--- src/rtl/dice_pkg.sv ---
// Purpose: shared types and helpers for the dice roller (roll state, die maxima, 7-seg decode).
// Latency: n/a (package only).
// Backpressure: n/a.
package dice_pkg;

  typedef enum logic {
    IDLE = 1'b0,
    ROLL = 1'b1
  } roll_state_e;

  // Highest face of each die as 4-digit BCD, indexed by sel:
  // 0=d4 1=d6 2=d8 3=d10 4=d12 5=d20 6=d100.
  function automatic logic [15:0] die_max_bcd(input logic [2:0] sel);
    logic [15:0] m;
    case (sel)
      3'd0:    m = 16'h0004;
      3'd1:    m = 16'h0006;
      3'd2:    m = 16'h0008;
      3'd3:    m = 16'h0010;
      3'd4:    m = 16'h0012;
      3'd5:    m = 16'h0020;
      default: m = 16'h0100;
    endcase
    return m;
  endfunction

  // Active-high segments, a in bit 0 through g in bit 6; non-decimal codes go blank.
  function automatic logic [6:0] bcd_to_seg(input logic [3:0] d);
    logic [6:0] s;
    case (d)
      4'd0:    s = 7'h3F;
      4'd1:    s = 7'h06;
      4'd2:    s = 7'h5B;
      4'd3:    s = 7'h4F;
      4'd4:    s = 7'h66;
      4'd5:    s = 7'h6D;
      4'd6:    s = 7'h7D;
      4'd7:    s = 7'h07;
      4'd8:    s = 7'h7F;
      4'd9:    s = 7'h6F;
      default: s = 7'h00;
    endcase
    return s;
  endfunction

endpackage

--- src/rtl/dice_roller_mux_debounce.sv ---
// Purpose: debounce one raw button; two-flop synchroniser then tick-sampled stability counter.
// Latency: level follows raw after DEBOUNCE_TICKS..DEBOUNCE_TICKS+1 ticks (plus 2 clk sync).
// Backpressure: none.
// Ports: clk, rst_n (async active-low), tick (sample strobe), raw (logical level, 1 = pressed),
//        level (debounced level, 0 after reset).
module dice_debounce #(
  parameter int DEBOUNCE_TICKS = 2
) (
  input  logic clk,
  input  logic rst_n,
  input  logic tick,
  input  logic raw,
  output logic level
);

  logic [1:0] sync;
  logic [2:0] cnt;

  always_ff @(posedge clk or negedge rst_n) begin
    if (!rst_n) begin
      sync  <= 2'b00;
      cnt   <= 3'd0;
      level <= 1'b0;
    end else begin
      sync <= {sync[0], raw};
      if (tick) begin
        // Count consecutive samples disagreeing with the current level;
        // any agreeing sample restarts the count.
        if (sync[1] != level) begin
          if (cnt == 3'(DEBOUNCE_TICKS - 1)) begin
            level <= sync[1];
            cnt   <= 3'd0;
          end else begin
            cnt <= cnt + 3'd1;
          end
        end else begin
          cnt <= 3'd0;
        end
      end
    end
  end

endmodule

--- src/rtl/dice_roller_mux.sv ---
// Purpose: seven-button dice roller; BCD roll counter shown on NUM_DIGITS multiplexed 7-seg digits.
// Latency: seg/com registered one clk after the scan index; display lights one clk after release.
// Backpressure: none; buttons are free-running inputs, display is free-running output.
// Ports: clk (32768 Hz), rst_n (async active-low), btn[6:0] d4..d100, btn[7] history,
//        btn/seg/com_active_high polarity selects, seg[7:0] (dp in [7], always off), com[NUM_DIGITS-1:0].
// Optional feature macro DICE_HISTORY_EN: holding btn[7] in IDLE shows the previous roll.
module dice_roller_mux
  import dice_pkg::*;
#(
  parameter int NUM_DIGITS     = 3,
  parameter int PRESCALE_W     = 10,
  parameter int DEBOUNCE_TICKS = 2,
  parameter int TIMEOUT_TICKS  = 255
) (
  input  logic                  clk,
  input  logic                  rst_n,
  input  logic [7:0]            btn,
  input  logic                  btn_active_high,
  input  logic                  seg_active_high,
  input  logic                  com_active_high,
  output logic [7:0]            seg,
  output logic [NUM_DIGITS-1:0] com
);

  localparam int RW = 4 * NUM_DIGITS;
  localparam int SW = $clog2(NUM_DIGITS);

  // ---------------- prescaler ----------------
  logic [PRESCALE_W-1:0] presc;
  logic                  tick;

  always_ff @(posedge clk or negedge rst_n) begin
    if (!rst_n) presc <= '0;
    else        presc <= presc + PRESCALE_W'(1);
  end

  assign tick = (presc == '0);

  // ---------------- debouncers ----------------
  logic [7:0] btn_log;
  logic [7:0] lvl;
  logic [6:0] die_lvl;
  logic [6:0] die_lvl_q;

  assign btn_log = btn ^ {8{~btn_active_high}};

  for (genvar g = 0; g < 8; g++) begin : g_deb
    dice_debounce #(.DEBOUNCE_TICKS(DEBOUNCE_TICKS)) u_deb (
      .clk   (clk),
      .rst_n (rst_n),
      .tick  (tick),
      .raw   (btn_log[g]),
      .level (lvl[g])
    );
  end

  assign die_lvl = lvl[6:0];

  always_ff @(posedge clk or negedge rst_n) begin
    if (!rst_n) die_lvl_q <= '0;
    else        die_lvl_q <= die_lvl;
  end

  // ---------------- roll FSM ----------------
  roll_state_e   state, state_nxt;
  logic [2:0]    sel, sel_nxt, rise_sel;
  logic [RW-1:0] result, result_nxt, inc_val, max_val, next_roll;
  logic          roll_start, load_timeout, carry;

  always_comb begin
    rise_sel = 3'd0;
    for (int i = 6; i >= 0; i--) begin
      if (die_lvl[i]) rise_sel = 3'(i);
    end
  end

  // BCD +1 with digit carry; a carry out of the top digit drops, which is how
  // 100 lands as 00 on a two-digit build.
  always_comb begin
    inc_val = result;
    carry   = 1'b1;
    for (int d = 0; d < NUM_DIGITS; d++) begin
      if (carry) begin
        if (result[4*d +: 4] == 4'd9) begin
          inc_val[4*d +: 4] = 4'd0;
        end else begin
          inc_val[4*d +: 4] = result[4*d +: 4] + 4'd1;
          carry             = 1'b0;
        end
      end
    end
  end

  // Truncating the maximum to the display width makes a two-digit d100 wrap at 00.
  assign max_val   = RW'(die_max_bcd(sel));
  assign next_roll = (result == max_val) ? RW'(1) : inc_val;

  always_comb begin
    state_nxt    = state;
    sel_nxt      = sel;
    result_nxt   = result;
    roll_start   = 1'b0;
    load_timeout = 1'b0;
    case (state)
      IDLE: begin
        // Previous cycle all released and now something up: a fresh press.
        // Holding any die button across a roll therefore blocks re-arming.
        if (die_lvl_q == 7'd0 && die_lvl != 7'd0) begin
          state_nxt  = ROLL;
          sel_nxt    = rise_sel;
          result_nxt = RW'(1);
          roll_start = 1'b1;
        end
      end
      ROLL: begin
        if (die_lvl[sel]) begin
          result_nxt = next_roll;
        end else begin
          state_nxt    = IDLE;
          load_timeout = 1'b1;
        end
      end
      default: state_nxt = IDLE;
    endcase
  end

  always_ff @(posedge clk or negedge rst_n) begin
    if (!rst_n) begin
      state  <= IDLE;
      sel    <= 3'd0;
      result <= RW'(1);
    end else begin
      state  <= state_nxt;
      sel    <= sel_nxt;
      result <= result_nxt;
    end
  end

  // ---------------- optional history ----------------
  logic          show_prev;
  logic [RW-1:0] disp_val;

`ifdef DICE_HISTORY_EN
  logic [RW-1:0] prev_result;

  always_ff @(posedge clk or negedge rst_n) begin
    if (!rst_n)          prev_result <= RW'(1);
    else if (roll_start) prev_result <= result;
  end

  assign show_prev = (state == IDLE) && lvl[7];
  assign disp_val  = show_prev ? prev_result : result;
`else
  logic unused_hist;
  assign unused_hist = lvl[7] ^ roll_start;
  assign show_prev   = 1'b0;
  assign disp_val    = result;
`endif

  // ---------------- display timeout ----------------
  logic [7:0] timeout;

  always_ff @(posedge clk or negedge rst_n) begin
    if (!rst_n) begin
      timeout <= 8'd0;
    end else if (load_timeout || show_prev) begin
      timeout <= 8'(TIMEOUT_TICKS);
    end else if (tick && timeout != 8'd0) begin
      timeout <= timeout - 8'd1;
    end
  end

  // ---------------- scan and drive ----------------
  logic [SW-1:0]         scan_idx;
  logic [NUM_DIGITS-1:0] blank;
  logic                  nz_above;
  logic                  lit;
  logic [3:0]            cur_digit;
  logic [7:0]            seg_q;
  logic [NUM_DIGITS-1:0] com_q;

  always_ff @(posedge clk or negedge rst_n) begin
    if (!rst_n)                               scan_idx <= '0;
    else if (scan_idx == SW'(NUM_DIGITS - 1)) scan_idx <= '0;
    else                                      scan_idx <= scan_idx + SW'(1);
  end

  always_comb begin
    nz_above = 1'b0;
    blank    = '0;
    for (int i = NUM_DIGITS - 1; i >= 1; i--) begin
      nz_above = nz_above | (disp_val[4*i +: 4] != 4'd0);
      blank[i] = ~nz_above;
    end
    // The only all-zero value is the two-digit percentile 00, shown in full.
    if (disp_val == '0) blank = '0;
  end

  assign cur_digit = disp_val[4*int'(scan_idx) +: 4];
  assign lit       = (state == IDLE) && (timeout != 8'd0) && !blank[scan_idx];

  // Registered in logical (active-high) form so reset is a constant;
  // pad polarity is applied after the flops.
  always_ff @(posedge clk or negedge rst_n) begin
    if (!rst_n) begin
      seg_q <= 8'h00;
      com_q <= '0;
    end else if (lit) begin
      seg_q <= {1'b0, bcd_to_seg(cur_digit)};
      com_q <= NUM_DIGITS'(1) << scan_idx;
    end else begin
      seg_q <= 8'h00;
      com_q <= '0;
    end
  end

  assign seg = seg_q ^ {8{~seg_active_high}};
  assign com = com_q ^ {NUM_DIGITS{~com_active_high}};

endmodule

--- config.mk ---
export PLATFORM = sky130hd
export DESIGN_NAME = dice_roller_mux
export DESIGN_NICKNAME = d
export VERILOG_FILES = /design/src/rtl/dice_pkg.sv /design/src/rtl/dice_roller_mux_debounce.sv /design/src/rtl/dice_roller_mux.sv
export SDC_FILE = /design/constraint.sdc
export NUM_CORES = 1
export LEC_CHECK = 0
export ABC_AREA = 1
export CORE_ASPECT_RATIO = 0.5
export CORE_MARGIN = 8
export CORE_UTILIZATION = 55
export DETAILED_ROUTE_END_ITERATION = 7
export DONT_BUFFER_PORTS = 1
export PLACE_DENSITY = 0.78
export SLEW_MARGIN = 20
export SYNTH_ARGS = -nofsm -noshare
export SYNTH_HDL_FRONTEND = slang
export SYNTH_HIERARCHICAL = 1
export SYNTH_SLANG_ARGS = --single-unit
--- constraint.sdc ---
create_clock -name clk -period 13.2 [get_ports clk]
set_clock_uncertainty 0.2 [all_clocks]
set_input_delay 2.64 -clock clk [delete_from_list [all_inputs] [get_ports clk]]
set_output_delay 2.64 -clock clk [all_outputs]
set_load 0.005 [all_outputs]
**Word level (Yosys, flattened, before mapping)**

Memories as Yosys holds them, arrays and structs flattened.
Index checks and enable logic that the tools add are counted.

- Flip-flop bits (word level): 96
- Latch bits: 0
- Memory bits (writable): 0
- Memory bits (read-only): 112
- Input port bits: 13
- Word-level logic and storage cells: 162
- Memories kept: 1

Memory list:

| memory | words | bits a word | read ports | clocked after memory_dff | wr ports | line | RTL |
|---|---|---|---|---|---|---|---|
| (no name shown) | 16 | 7 | 1 | 0 | 0 | dice_pkg.sv:30 | `case (d)` |

- Add/subtract/negate cells: 13
- Multipliers: 0
- Div/mod/pow operators: 0
- Order comparisons: 2
- Eq/ne operators: 28
- Shift operators: 2
- Muxes and demuxes: 49
- Bitwise gates (word level): 10
- Reduce and logical (&&, ||, !) cells: 25

Operators with widths:

| cell | count |
|---|---|
| two-way mux 3 bit | 23 |
| case mux 9 bit (6 select lines) | 1 |
| two-way mux 12 bit | 3 |
| AND reduction 3 bit | 9 |
| equality test 3 x 1 -> 1 bit, second input constant | 8 |
| case mux 12 bit (2 select lines) | 1 |
| adder 3 x 1 -> 3 bit, second input constant | 7 |
| two-way mux 4 bit | 5 |
| two-way mux 8 bit | 2 |
| adder 4 x 1 -> 4 bit, second input constant | 3 |
| equality test 12 bit | 1 |
| equality test 4 bit, second input constant | 3 |
| zero test 12 bit | 1 |
| variable part select 12 x 5 -> 4 bit | 1 |
| adder 10 x 1 -> 10 bit, second input constant | 1 |
| zero test 10 bit | 1 |
| two-way mux 1 bit | 9 |
| nonzero test 4 bit | 2 |
| nonzero test 8 bit | 1 |
| subtractor 8 x 1 -> 8 bit, second input constant | 1 |
| bitwise XOR 8 bit | 1 |
| zero test 7 bit | 1 |
| two-way mux 7 bit | 1 |
| inequality test 1 bit | 7 |
| other kinds (24) | 36 |

**Depth between registers and ports, before layout**

- Depth after elaboration: 9
- Mapped depth: 13
- Gate-level depth less buffers: 12

**Modules after synthesis**

Netlist, hierarchy kept.

Modules (own cells, without submodules):

| module | instances | cells each | area an instance (µm²) |
|---|---|---|---|
| dice_roller_mux | 1 | 394 | 3,394.5 |
| dice_debounce | 7 | 37 | 279.0 |

**Worst setup path after synthesis**

No wires, ideal clock.

- Path kind: input to output
- Start: in seg_active_high
- End: out seg[0]
- Arrival time: 3.143 ns
- Data required time: 10.360 ns
- Slack: 7.217 ns
- Stages on the path: 2
- Path buffers: 1
- Path through: clkbuf_1 > xnor2_1

- Longest elaborated chain between the ends: 2

RTL lines:

| what | line | RTL |
|---|---|---|
| start, declared | dice_roller_mux.sv:19 | `input logic seg_active_high,` |
| NOT 1 bit | dice_roller_mux.sv:217 | `assign seg = seg_q ^ {8{~seg_active_high}};` |
| bitwise XOR 8 bit | dice_roller_mux.sv:217 |  |
| end, declared | dice_roller_mux.sv:21 | `output logic [7:0] seg,` |

No other way between the ends.

**Final worst setup path**

- Start: in seg_active_high
- End: out seg[5]

The elaborated chain is that of the path after synthesis.

==> results.sh <==
export IMPL_die_area_um2=13300
export IMPL_r2r_start="presc[0]$_DFF_PN0_"
export IMPL_postRouteWirelength_um=9360
export IMPL_path_cells="xnor2_1"
export IMPL_tightest_slew_ps=507
export IMPL_ff2ff_setup_slack_ps=10950
export IMPL_initial_core_util_pct=56.6
export IMPL_dpl_cell_area_um2=5480
export IMPL_ys_warn_count=6
export IMPL_antenna_found_initial=0
export IMPL_clk_pin_slew_ps=60
export IMPL_layout_nets=690
export IMPL_synth_top_cell_area_share_pct=44.0
export IMPL_cts_tree="done"
export IMPL_overflow=0
export IMPL_clk_path_buf_depth=2
export IMPL_clkPwrFrac_pct=48.4
export IMPL_syn_nets=684
export IMPL_final_hold_violation_count=0
export IMPL_ant_nets=0
export IMPL_yosys_area_top_type="dfrtp_1"
export IMPL_r2r_end="timeout[5]$_DFFE_PN0P_"
export IMPL_grt_pass1_vias=3861
export IMPL_routedWlPerCell_um=11.7
export IMPL_cp_num_buf_inv=0
export IMPL_outcome="finished, final reports clean"
export IMPL_fill_cells=815
export IMPL_numCtsBuffers=9
export IMPL_reg2regPathDepth=10
export IMPL_first_iter_violations=198
export IMPL_gp_congestion=0.870
export IMPL_io_pins=24
export IMPL_rsz0062_at_grt="false"
export IMPL_p_seq_share_pct=50.5
export IMPL_diodes=0
export IMPL_synth_cell_type_count=40
export IMPL_ys_ff_latch=95
export IMPL_avgSynthCellArea_um2=8.19
export IMPL_drive_gt1_share_pct=14.8
export IMPL_cts_sinks=95
export IMPL_cts_setup_buffers=0
export IMPL_critPathCaptureType="output pin"
export IMPL_grt_use_total_pct=15.3
export IMPL_yosys_top_cells_area="dfrtp_1 44%, nand2_1 9.2%, nand3_1 6.5%"
export IMPL_final_setup_tns_ps=0
export IMPL_dpl_hpwl_um=6680
export IMPL_drc=0
export IMPL_worst_ir_drop_vdd_mv=0.0756
export IMPL_multiInputGateArea_um2=2520
export IMPL_max_freq_ghz=0.176
export IMPL_p_sw_mw=0.113
export IMPL_num_rows=25
export IMPL_cp_slowest_cell="xnor2_1"
export IMPL_max_slew_margin_pct=66.2
export IMPL_die_y_um=85.7
export IMPL_start_kind="input port"
export IMPL_grt_max_degree=96
export IMPL_worstSkewPairLatency_ps=350
export IMPL_hold_class="reg2reg"
export IMPL_ys_seq_area_share_pct=44.5
export IMPL_syn_instance_count=653
export IMPL_htreeDepth=3
export IMPL_critPathKind="in2out"
export IMPL_finalCritPeriodShare_pct=43.0
export IMPL_via_count=3938
export IMPL_crit_path_max_incr_delay_ps=190
export IMPL_worstPathArrival_ps=2830
export IMPL_drt_pre_antenna_iters=4
export IMPL_synth_edf_count=0
export IMPL_power_internal_mw=0.476
export IMPL_synthFlopType="dfrtp_1"
export IMPL_core_area_um2=9450
export IMPL_cts_hold_buffers_added=0
export IMPL_max_cap_violations=0
export IMPL_powerDensity_nw_per_um2=101
export IMPL_min_delay_path_depth=0
export IMPL_finalSetupViolations=0
export IMPL_worstPathMaxFanout=8
export IMPL_fp_dieW_um=155
export IMPL_ctsResizeCount=0
export IMPL_io_buffer_count=0
export IMPL_sw_frac_of_total_pct=19.2
export IMPL_ff_latch_area_um2=2380
export IMPL_combinationalPowerShare_pct=1.1
export IMPL_async_flop_share_pct=100
export IMPL_grt_pass1_wl_um=16500
export IMPL_root_buffer="clkbuf_16"
export IMPL_finalInstanceArea_um2=5810
export IMPL_finalCriticalPeriod_ps=5670
export IMPL_area_growth_pct=8.63
export IMPL_hold_path_startpoint="g_deb[4].u_deb/sync[0]$_DFF_PN0_"
export IMPL_synth_area_um2=5350
export IMPL_vias_per_cell=4.93
export IMPL_p_leak_nw=3.07
export IMPL_cp_top_family="XOR/XNOR gates"
export IMPL_drv_slew=0
export IMPL_hold_path_end="g_deb[4].u_deb/sync[1]$_DFF_PN0_"
export IMPL_critical_path_required_ps=10360
-- cell type report --
cell class	instances	area share (%)
well taps	135	2.91
inverters	101	6.91
clock buffers	12	4.42
repair buffers	1	0.129
clock inverters	4	1.31
flip-flops and latches	95	40.9
multi-input cells	451	43.4
-- sequential cells by signal, summed over array words and instances, names as in the netlist --
register           flops
seg_q                  7
die_lvl_q              7
g_deb.u_deb/level      7
state                  1
g_deb.u_deb/cnt       21
timeout                8
disp_val              12
sel                    3
com_q                  3
presc                 10
scan_idx               2
g_deb.u_deb/sync      14
-- kinds of logic (layout without fill, tap and decap cells) --
kind of cell / after synthesis / in the layout / share of synthesized area, %
buf+inv: 107 / 118 / 8.49
compound gates: 42 / 42 / 5.29
flops: 95 / 95 / 44.5
xor+xnor: 32 / 32 / 5.24
simple gates: 359 / 359 / 32.3
fa+ha+maj: 18 / 18 / 4.21
-- synthesized netlist by cell type, types with 2 or more instances --
| cell type | number |
|---|---|
| buf_6 | 4 |
| nand3b_1 | 4 |
| inv_2 | 11 |
| xor2_1 | 13 |
| o21ai_0 | 10 |
| a21oi_1 | 6 |
| nor2_1 | 81 |
| nand2_4 | 6 |
| o21ai_1 | 6 |
| nand4_1 | 12 |
| nand3_2 | 8 |
| o21ai_2 | 10 |
| nand2_2 | 18 |
| nor2_2 | 15 |
| o221ai_1 | 2 |
| nor3_1 | 8 |
| dfrtp_1 | 94 |
| clkbuf_1 | 2 |
| nand2_1 | 131 |
| inv_8 | 2 |
| inv_1 | 86 |
| xnor2_1 | 19 |
| o211ai_1 | 2 |
| or2_2 | 2 |
| ha_1 | 18 |
| nand3_1 | 69 |
-- metrics by stage --
| stage | util (%) | hold slack [ps] | instances | setup WS, ps | power [mW] |
|---|---|---|---|---|---|
| after global placement | 58.0 | 132 | 783 | 7530 | 0.309 |
| after floorplan | - | 131 | 653 | 7220 | 0.309 |
| after CTS | 61.5 | 151 | 799 | 7500 | 0.598 |
| after global routing | 61.5 | 156 | 799 | 7500 | 0.610 |
| after detailed placement | 58.0 | 136 | 783 | 7500 | 0.310 |
| final | 61.5 | 151 | 799 | 7530 | 0.589 |
-- metal layers --
layer | up-vias | track usage (%) | wire, um
met3 | 11 | 4.86 | 392
met4 | 0 | 5.51 | 153
met2 | 58 | 25.8 | 4330
li1 | 2067 | - | -
met1 | 1802 | 18.1 | 4480
met5 | - | 0 | 0
-- power groups by stage --
stage | Combinational, mW | Sequential [mW] | Clock, mW
2_1_floorplan | 0.00693 | 0.302 | 0
3_3_place_gp | 0.00667 | 0.303 | 0
3_5_place_dp | 0.00687 | 0.303 | 0
4_1_cts | 0.00687 | 0.297 | 0.293
5_1_grt | 0.00785 | 0.298 | 0.305
6_report | 0.00674 | 0.297 | 0.285
-- how the worst max path moves through the flow --
| stage | start | end | slack [ps] | cells past startpoint |
|---|---|---|---|---|
| after floorplan | seg_active_high | seg[0] | 7220 | 2 |
| after global placement | seg_active_high | seg[2] | 7530 | 1 |
| after CTS | seg_active_high | seg[5] | 7500 | 1 |
| after global routing | seg_active_high | seg[5] | 7500 | 1 |
| final | seg_active_high | seg[5] | 7530 | 1 |
| after detailed placement | seg_active_high | seg[5] | 7500 | 1 |
-- layout by cell type (no fill, tap or decap), types with 2 or more instances in the layout --
cell type	netlist	layout
inv_8	2	2
nand2_2	18	18
xor2_1	13	13
nand2_4	6	6
a21oi_1	6	6
nand3_1	69	69
o21ai_0	10	10
o21ai_2	10	10
nand3_2	8	8
or2_2	2	2
nand3b_1	4	4
nor3_1	8	7
o211ai_1	2	2
nand2_1	131	131
clkbuf_8	0	2
nor2_1	81	81
o221ai_1	2	2
bufinv_16	0	2
xnor2_1	19	19
ha_1	18	18
nor3_2	1	2
inv_1	86	86
inv_6	1	2
nor2_2	15	15
inv_2	11	11
clkbuf_16	0	9
dfrtp_1	94	94
o21ai_1	6	6
nand4_1	12	12
No activity file was read; power rests on OpenSTA's default activity.
